--- src/rtl/pipeline_stall_ctrl_pkg.sv ---
// Shared constants, stall patterns and state encoding for the pipeline stall controller.
package pipeline_stall_ctrl_pkg;

  localparam logic RESET_ENABLE  = 1'b1;
  localparam logic STALL_ENABLE  = 1'b1;
  localparam logic STALL_DISABLE = 1'b0;

  localparam int unsigned CNT_W  = 6;
  localparam logic [31:0] EXC_VECTOR_DEFAULT = 32'h0000_0020;

  // bit 0 = PC ... bit 5 = WB; freezing a stage always freezes everything upstream
  localparam logic [5:0] STALL_NONE = {6{STALL_DISABLE}};
  localparam logic [5:0] STALL_ID   = {{3{STALL_DISABLE}}, {3{STALL_ENABLE}}};
  localparam logic [5:0] STALL_EX   = {{2{STALL_DISABLE}}, {4{STALL_ENABLE}}};
  localparam logic [5:0] STALL_MEM  = {STALL_DISABLE, {5{STALL_ENABLE}}};

  typedef enum logic [1:0] {
    ST_RUN      = 2'd0,
    ST_DIV_BUSY = 2'd1,
    ST_DIV_HOLD = 2'd2,
    ST_FLUSH    = 2'd3
  } ctrl_state_e;

endpackage

--- src/rtl/pipeline_stall_ctrl_if.sv ---
// Hazard/stall bundle between the pipeline stages and the stall controller.
interface pipeline_stall_ctrl_if;
  logic        id_stall_req;
  logic        ex_div_start;
  logic        mem_stall_req;
  logic        mem_exc_req;
  logic [31:0] mem_epc;
  logic [5:0]  stall;
  logic        flush;
  logic        redirect_valid;
  logic [31:0] redirect_pc;
  logic [31:0] epc;
  logic        div_busy;
  logic        div_done;

  // pipeline side: raises requests, consumes stall/flush/redirect
  modport master (
    output id_stall_req, ex_div_start, mem_stall_req, mem_exc_req, mem_epc,
    input  stall, flush, redirect_valid, redirect_pc, epc, div_busy, div_done
  );

  // controller side
  modport slave (
    input  id_stall_req, ex_div_start, mem_stall_req, mem_exc_req, mem_epc,
    output stall, flush, redirect_valid, redirect_pc, epc, div_busy, div_done
  );
endinterface

--- src/rtl/pipeline_stall_ctrl_div_latency_counter.sv ---
// Loadable down-counter with zero flag; saturates at zero. Shared by multi-cycle EX units.
module div_latency_counter
  import pipeline_stall_ctrl_pkg::*;
#(
  parameter int unsigned W = CNT_W
) (
  input  logic         clk_i,
  input  logic         rst_i,
  input  logic         clr_i,
  input  logic         load_i,
  input  logic [W-1:0] load_val_i,
  input  logic         dec_i,
  output logic [W-1:0] cnt_o,
  output logic         zero_o
);

  logic [W-1:0] cnt_q, cnt_d;

  always_comb begin
    cnt_d = cnt_q;
    if (clr_i)                       cnt_d = '0;
    else if (load_i)                 cnt_d = load_val_i;
    else if (dec_i && cnt_q != '0)   cnt_d = cnt_q - W'(1);
  end

  always_ff @(posedge clk_i) begin
    if (rst_i == RESET_ENABLE) cnt_q <= '0;
    else                       cnt_q <= cnt_d;
  end

  assign cnt_o  = cnt_q;
  assign zero_o = (cnt_q == '0);

endmodule

--- src/rtl/pipeline_stall_ctrl.sv ---
// Central hazard/stall controller: merges ID/EX/MEM stall requests, runs divide latency and exception flush.
module pipeline_stall_ctrl
  import pipeline_stall_ctrl_pkg::*;
#(
  parameter int unsigned DIV_CYCLES = 32,
  parameter logic [31:0] EXC_VECTOR = EXC_VECTOR_DEFAULT
) (
  input  logic                 clock_i,
  input  logic                 reset_i,
  pipeline_stall_ctrl_if.slave bus
);

  ctrl_state_e state_q, state_d;
  logic        flush_q, redirect_valid_q;
  logic [31:0] redirect_pc_q, epc_q;

  logic             cnt_clr, cnt_load, cnt_dec, cnt_zero;
  logic [CNT_W-1:0] cnt_val;

  logic       in_rst;
  logic [5:0] stall;
  logic       div_done, div_busy;

  assign in_rst = (reset_i == RESET_ENABLE);

  div_latency_counter #(.W(CNT_W)) u_div_cnt (
    .clk_i      (clock_i),
    .rst_i      (reset_i),
    .clr_i      (cnt_clr),
    .load_i     (cnt_load),
    .load_val_i (CNT_W'(DIV_CYCLES - 1)),
    .dec_i      (cnt_dec),
    .cnt_o      (cnt_val),
    .zero_o     (cnt_zero)
  );

  always_comb begin
    state_d  = state_q;
    cnt_clr  = 1'b0;
    cnt_load = 1'b0;
    cnt_dec  = 1'b0;
    div_done = 1'b0;
    div_busy = (state_q == ST_DIV_BUSY) || (state_q == ST_DIV_HOLD);

    unique case (state_q)
      ST_RUN: begin
        if (bus.mem_exc_req)       state_d = ST_FLUSH;
        else if (bus.ex_div_start) begin
          state_d  = ST_DIV_BUSY;
          cnt_load = 1'b1;
        end
      end
      ST_DIV_BUSY: begin
        cnt_dec = 1'b1;
        if (bus.mem_exc_req) begin
          state_d = ST_FLUSH;
          cnt_clr = 1'b1;
        end else if (cnt_zero) begin
          if (!bus.mem_stall_req) begin
            div_done = 1'b1;
            state_d  = ST_RUN;
          end else begin
            state_d  = ST_DIV_HOLD;
          end
        end
      end
      ST_DIV_HOLD: begin
        if (bus.mem_exc_req) begin
          state_d = ST_FLUSH;
          cnt_clr = 1'b1;
        end else if (!bus.mem_stall_req) begin
          div_done = 1'b1;
          state_d  = ST_RUN;
        end
      end
      ST_FLUSH: state_d = ST_RUN;
      default:  state_d = ST_RUN;
    endcase

    // only the highest-priority request reaches the stage registers
    stall = STALL_NONE;
    if (state_q == ST_FLUSH)     stall = STALL_NONE;
    else if (bus.mem_stall_req)  stall = STALL_MEM;
    else if ((state_q == ST_DIV_BUSY && !cnt_zero) ||
             (state_q == ST_RUN && bus.ex_div_start))
                                 stall = STALL_EX;
    else if (bus.id_stall_req)   stall = STALL_ID;

    if (in_rst) begin
      stall    = STALL_NONE;
      div_done = 1'b0;
      div_busy = 1'b0;
    end
  end

  always_ff @(posedge clock_i) begin
    if (in_rst) begin
      state_q          <= ST_RUN;
      flush_q          <= 1'b0;
      redirect_valid_q <= 1'b0;
      redirect_pc_q    <= '0;
      epc_q            <= '0;
    end else begin
      state_q          <= state_d;
      flush_q          <= (state_d == ST_FLUSH);
      redirect_valid_q <= (state_d == ST_FLUSH);
      redirect_pc_q    <= (state_d == ST_FLUSH) ? EXC_VECTOR : '0;
      if (state_q != ST_FLUSH && state_d == ST_FLUSH) epc_q <= bus.mem_epc;
    end
  end

  assign bus.stall          = stall;
  assign bus.flush          = flush_q;
  assign bus.redirect_valid = redirect_valid_q;
  assign bus.redirect_pc    = redirect_pc_q;
  assign bus.epc            = epc_q;
  assign bus.div_busy       = div_busy;
  assign bus.div_done       = div_done;

endmodule

--- src/flat_wrapper.sv ---
// flat-port wrapper written by rule: the top's interface ports become plain ports
module pipeline_stall_ctrl_flat import pipeline_stall_ctrl_pkg::*;
#(
  parameter int unsigned DIV_CYCLES = 32,
  parameter logic [31:0] EXC_VECTOR = EXC_VECTOR_DEFAULT
)
  (clock_i, reset_i, bus_id_stall_req, bus_ex_div_start, bus_mem_stall_req, bus_mem_exc_req, bus_mem_epc, bus_stall, bus_flush, bus_redirect_valid, bus_redirect_pc, bus_epc, bus_div_busy, bus_div_done);
  pipeline_stall_ctrl_if bus_i ();
  input  logic clock_i;
  input  logic reset_i;
  input wire logic [$bits(bus_i.id_stall_req)-1:0] bus_id_stall_req;
  input wire logic [$bits(bus_i.ex_div_start)-1:0] bus_ex_div_start;
  input wire logic [$bits(bus_i.mem_stall_req)-1:0] bus_mem_stall_req;
  input wire logic [$bits(bus_i.mem_exc_req)-1:0] bus_mem_exc_req;
  input wire logic [$bits(bus_i.mem_epc)-1:0] bus_mem_epc;
  output wire logic [$bits(bus_i.stall)-1:0] bus_stall;
  output wire logic [$bits(bus_i.flush)-1:0] bus_flush;
  output wire logic [$bits(bus_i.redirect_valid)-1:0] bus_redirect_valid;
  output wire logic [$bits(bus_i.redirect_pc)-1:0] bus_redirect_pc;
  output wire logic [$bits(bus_i.epc)-1:0] bus_epc;
  output wire logic [$bits(bus_i.div_busy)-1:0] bus_div_busy;
  output wire logic [$bits(bus_i.div_done)-1:0] bus_div_done;
  assign bus_i.id_stall_req = bus_id_stall_req;
  assign bus_i.ex_div_start = bus_ex_div_start;
  assign bus_i.mem_stall_req = bus_mem_stall_req;
  assign bus_i.mem_exc_req = bus_mem_exc_req;
  assign bus_i.mem_epc = bus_mem_epc;
  assign bus_stall = bus_i.stall;
  assign bus_flush = bus_i.flush;
  assign bus_redirect_valid = bus_i.redirect_valid;
  assign bus_redirect_pc = bus_i.redirect_pc;
  assign bus_epc = bus_i.epc;
  assign bus_div_busy = bus_i.div_busy;
  assign bus_div_done = bus_i.div_done;
  pipeline_stall_ctrl #(.DIV_CYCLES(DIV_CYCLES), .EXC_VECTOR(EXC_VECTOR)) u_core (.clock_i(clock_i), .reset_i(reset_i), .bus(bus_i));
endmodule
--- config.mk ---
export PLATFORM = sky130hd
export DESIGN_NAME = pipeline_stall_ctrl_flat
export DESIGN_NICKNAME = d
export VERILOG_FILES = /design/src/rtl/pipeline_stall_ctrl_pkg.sv /design/src/rtl/pipeline_stall_ctrl_if.sv /design/src/rtl/pipeline_stall_ctrl_div_latency_counter.sv /design/src/rtl/pipeline_stall_ctrl.sv /design/src/flat_wrapper.sv
export SDC_FILE = /design/constraint.sdc
export NUM_CORES = 1
export LEC_CHECK = 0
export ABC_AREA = 1
export CAP_MARGIN = 20
export CORE_ASPECT_RATIO = 0.8
export CORE_MARGIN = 2
export CORE_UTILIZATION = 42
export CTS_BUF_LIST = sky130_fd_sc_hd__clkbuf_4
export DETAILED_ROUTE_END_ITERATION = 16
export PLACE_DENSITY_LB_ADDON = 0.25
export SKIP_LAST_GASP = 1
export SLEW_MARGIN = 30
export SYNTH_ARGS = -nofsm -noshare
export SYNTH_HDL_FRONTEND = slang
export SYNTH_SLANG_ARGS = --single-unit
--- constraint.sdc ---
create_clock -name clock_i -period 2.1 [get_ports clock_i]
set_clock_uncertainty 0.05 [all_clocks]
set_input_delay 0.315 -clock clock_i [delete_from_list [all_inputs] [get_ports clock_i]]
set_output_delay 0.315 -clock clock_i [all_outputs]
set_load 0.005 [all_outputs]
==> flow_metrics.env <==
export IMPL_outcome="complete, no violations"
export IMPL_critical_path_class="flip-flop to output pin"
export IMPL_cpPeakStageDelay_ps=370
export IMPL_synth_enable_flop_cells=0
export IMPL_gp_congestion=0.851
export IMPL_busiest_layer="met2"
export IMPL_netlist_top_cells_count="nor2_1 (79), nand2_1 (52), inv_1 (47)"
export IMPL_synthFlopType="dfxtp_1"
export IMPL_grt_max_degree=33
export IMPL_num_io_pins=112
export IMPL_tritoncts="built"
export IMPL_clock_path_buffers=2
export IMPL_die_area_mm2=0.00617
export IMPL_cap_violations=0
export IMPL_die_w_um=87.3
export IMPL_overflow=0
export IMPL_crit_top_cell="inv_1"
export IMPL_p_int_mw=2.20
export IMPL_synth_most_common_cell="nor2_1"
export IMPL_ant_nets=0
export IMPL_clk_pin_slew_worst_paths_ps=130
export IMPL_routed_wl_mm=5.38
export IMPL_leakagePower_nw=1.55
export IMPL_synth_top_area_share_pct=35.2
export IMPL_die_y_um=70.7
export IMPL_layout_nets=459
export IMPL_synth_top_area_cell="dfxtp_1"
export IMPL_fmax_mhz=493
export IMPL_synthArstFlopShare_pct=0
export IMPL_finalHoldViolations=0
export IMPL_antenna_cells=0
export IMPL_yosys_top_cells_area="dfxtp_1 (35%), nor2_1 (13%), buf_4 (12%), nand4_1 (8.9%), nand2_1 (8.4%)"
export IMPL_hold_path_class="flip-flop to flip-flop"
export IMPL_p_seq_share_pct=32.7
export IMPL_crit_fanout=4
export IMPL_crit_family="buffers and inverters"
export IMPL_htreeDepth=2
export IMPL_initial_core_util_pct=43.1
export IMPL_viasPerCell=4.60
export IMPL_core_rowCount=24
export IMPL_avgRoutedWirePerCell_um=11.2
export IMPL_worstPathRequired_ps=1740
export IMPL_setup_violations=0
export IMPL_crit_path_top_delay_cell="dfxtp_2"
export IMPL_comb_power_share_pct=49.0
export IMPL_cp_cell_sequence="inv_1, ha_4, inv_1, nor2_2, nand2_1, a21oi_1, dlygate4sd2_1"
export IMPL_layout_cells_non_filler=481
export IMPL_drt_pass1_iter_count=4
export IMPL_period_needed_ps=2030
export IMPL_grt_use_met1_pct=22.8
export IMPL_crit_path_end_kind="output pin"
export IMPL_arrival_ps=1660
export IMPL_vias=2211
export IMPL_synthCells=341
export IMPL_switchingPower_mw=1.25
export IMPL_clkPwrFrac_pct=18.4
export IMPL_cts_buffers=5
export IMPL_ys_ff_latch=41
export IMPL_grt_pass1_vias=1955
export IMPL_syn_cell_area_mm2=0.00233
export IMPL_root_buffer="clkbuf_4"
export IMPL_grt_usage_pct=17.2
export IMPL_clock_latency_ps=350
export IMPL_max_vdd_ir_drop_uv=452
export IMPL_drc_errors=0
export IMPL_core_mm2=0.00541
export IMPL_fin_hold_ws_ps=441
export IMPL_cp_num_buf_inv=3
export IMPL_synthDistinctLibCells=25
export IMPL_cts_sinks=41
export IMPL_ctsHoldBuffers=0
export IMPL_portBuffers=79
export IMPL_p_per_area_mw_per_mm2=1070
export IMPL_fin_crit_sh_pct=96.6
export IMPL_seq_area_frac_synth_pct=35.2
export IMPL_drtIter0Drc=57
export IMPL_grt_pass1_wl_mm=8.63
export IMPL_drive_above_1_share_pct=8.17
export IMPL_dp_hpwl_mm=3.67
export IMPL_synth_warnings=0
export IMPL_areaGrowthSynthToFinish_pct=37.7
export IMPL_drv_slew=0
export IMPL_fill_cells=519
export IMPL_dpl_cell_count=471
export IMPL_rsz0062_at_grt="yes"
export IMPL_syn_avg_cell_area_um2=6.84
export IMPL_use_met3_pct=3.50
export IMPL_antenna_found_initial=0
export IMPL_startpoint_type="flip-flop"
export IMPL_p_sw_share_pct=36.3
export IMPL_tns_ps=0
export IMPL_use_met2_pct=28.2
[power by group through the flow]
stage          Combinational, mW  Sequential (mW)  Clock, mW
2_1_floorplan              0.977             1.15          0
6_report                    1.69             1.13      0.633
3_5_place_dp                1.64             1.14          0
4_1_cts                     1.69             1.13      0.653
5_1_grt                     1.87             1.16      0.680
3_3_place_gp                1.61             1.13          0
[area by class of cell]
| class | count | area, um2 | share of cell area [%] |
|---|---|---|---|
| Timing Repair Buffer | 88 | 891 | 27.7 |
| Tap cell | 65 | 81.3 | 2.53 |
| Clock inverter | 3 | 65.1 | 2.03 |
| Inverter | 47 | 176 | 5.49 |
| Clock buffer | 5 | 37.5 | 1.17 |
| Multi-Input combinational cell | 232 | 1130 | 35.3 |
| Sequential cell | 41 | 826 | 25.7 |
[metrics by stage]
step           util, %  power [mW]  worst slack (ps)  instance area [um2]
2_1_floorplan        -        2.13               482                 2450
3_3_place_gp      56.4        2.74              70.6                 3050
3_5_place_dp      56.4        2.78              43.1                 3050
4_1_cts           59.1        3.46              34.8                 3190
5_1_grt           59.4        3.71             -32.8                 3210
6_report          59.4        3.45              72.2                 3210
[routing by layer]
layer  vias up  part of all wire [%]
met2        96                    44
met5         -                     0
met4         0                   1.3
met1       967                    47
li1       1140                     -
met3         8                   7.9
[final timing paths]
path | from | to | slack (ps) | depth (start not counted)
max | u_core.state_q[0]$_SDFF_PP0_ | bus_div_done | 70 | 7
min | u_core.bus.epc[7]$_SDFFE_PP0P_ | u_core.bus.epc[7]$_SDFFE_PP0P_ | 440 | 2
max reg2reg | u_core.state_q[0]$_SDFF_PP0_ | u_core.bus.epc[5]$_SDFFE_PP0P_ | 170 | 12
min reg2reg | u_core.bus.epc[7]$_SDFFE_PP0P_ | u_core.bus.epc[7]$_SDFFE_PP0P_ | 440 | 2
[state kept, by name, summed over array words and instances, names as in the netlist]
signal                  count
u_core.bus.epc             32
u_core.bus.redirect_pc      1
u_core.state_q              2
u_core.u_div_cnt.cnt_o      6
[cells by family (layout without fill, tap and decap cells)]
group           count (synthesis)  in the layout  share of synthesized area (%)
compound gates                 13             13                           2.90
other cells                     1             32                          0.161
xor+xnor                        2              2                          0.751
simple gates                  179            179                           34.8
buf+inv                        99            143                           23.0
flops                          41             41                           35.2
fa+ha+maj                       6              6                           3.22
[worst min-delay path: cells and delay by family (launching register included)]
kind / cells / cell delay (ps)
AND/OR/NAND/NOR: 2 / 140
flip-flops: 1 / 330
[placed cells by master (no fill, tap or decap), types with 3 or more instances in the layout]
cell | netlist | routed
ha_1 | 6 | 3
nand3_1 | 6 | 6
a21oi_1 | 6 | 6
dlygate4sd2_1 | 0 | 6
ha_4 | 0 | 3
dfxtp_2 | 0 | 4
nor2_1 | 79 | 77
conb_1 | 1 | 32
inv_1 | 47 | 45
dfxtp_1 | 41 | 37
clkdlybuf4s50_1 | 0 | 72
nor2_2 | 1 | 3
clkbuf_4 | 0 | 5
o21ai_0 | 4 | 4
nand2_1 | 52 | 52
buf_4 | 36 | 6
nand4_1 | 33 | 33
buf_12 | 0 | 3
[timing repair]
| item | 4_1_cts | 5_1_grt |
|---|---|---|
| hold endpoints to repair | 0 | 0 |
| gates resized for setup | 16 | 4 |
| setup buffers | 2 | 0 |
| pin swaps | 2 | 2 |
| endpoints found under the setup margin | 6 | 5 |
(Power assumes the default switching activity.)
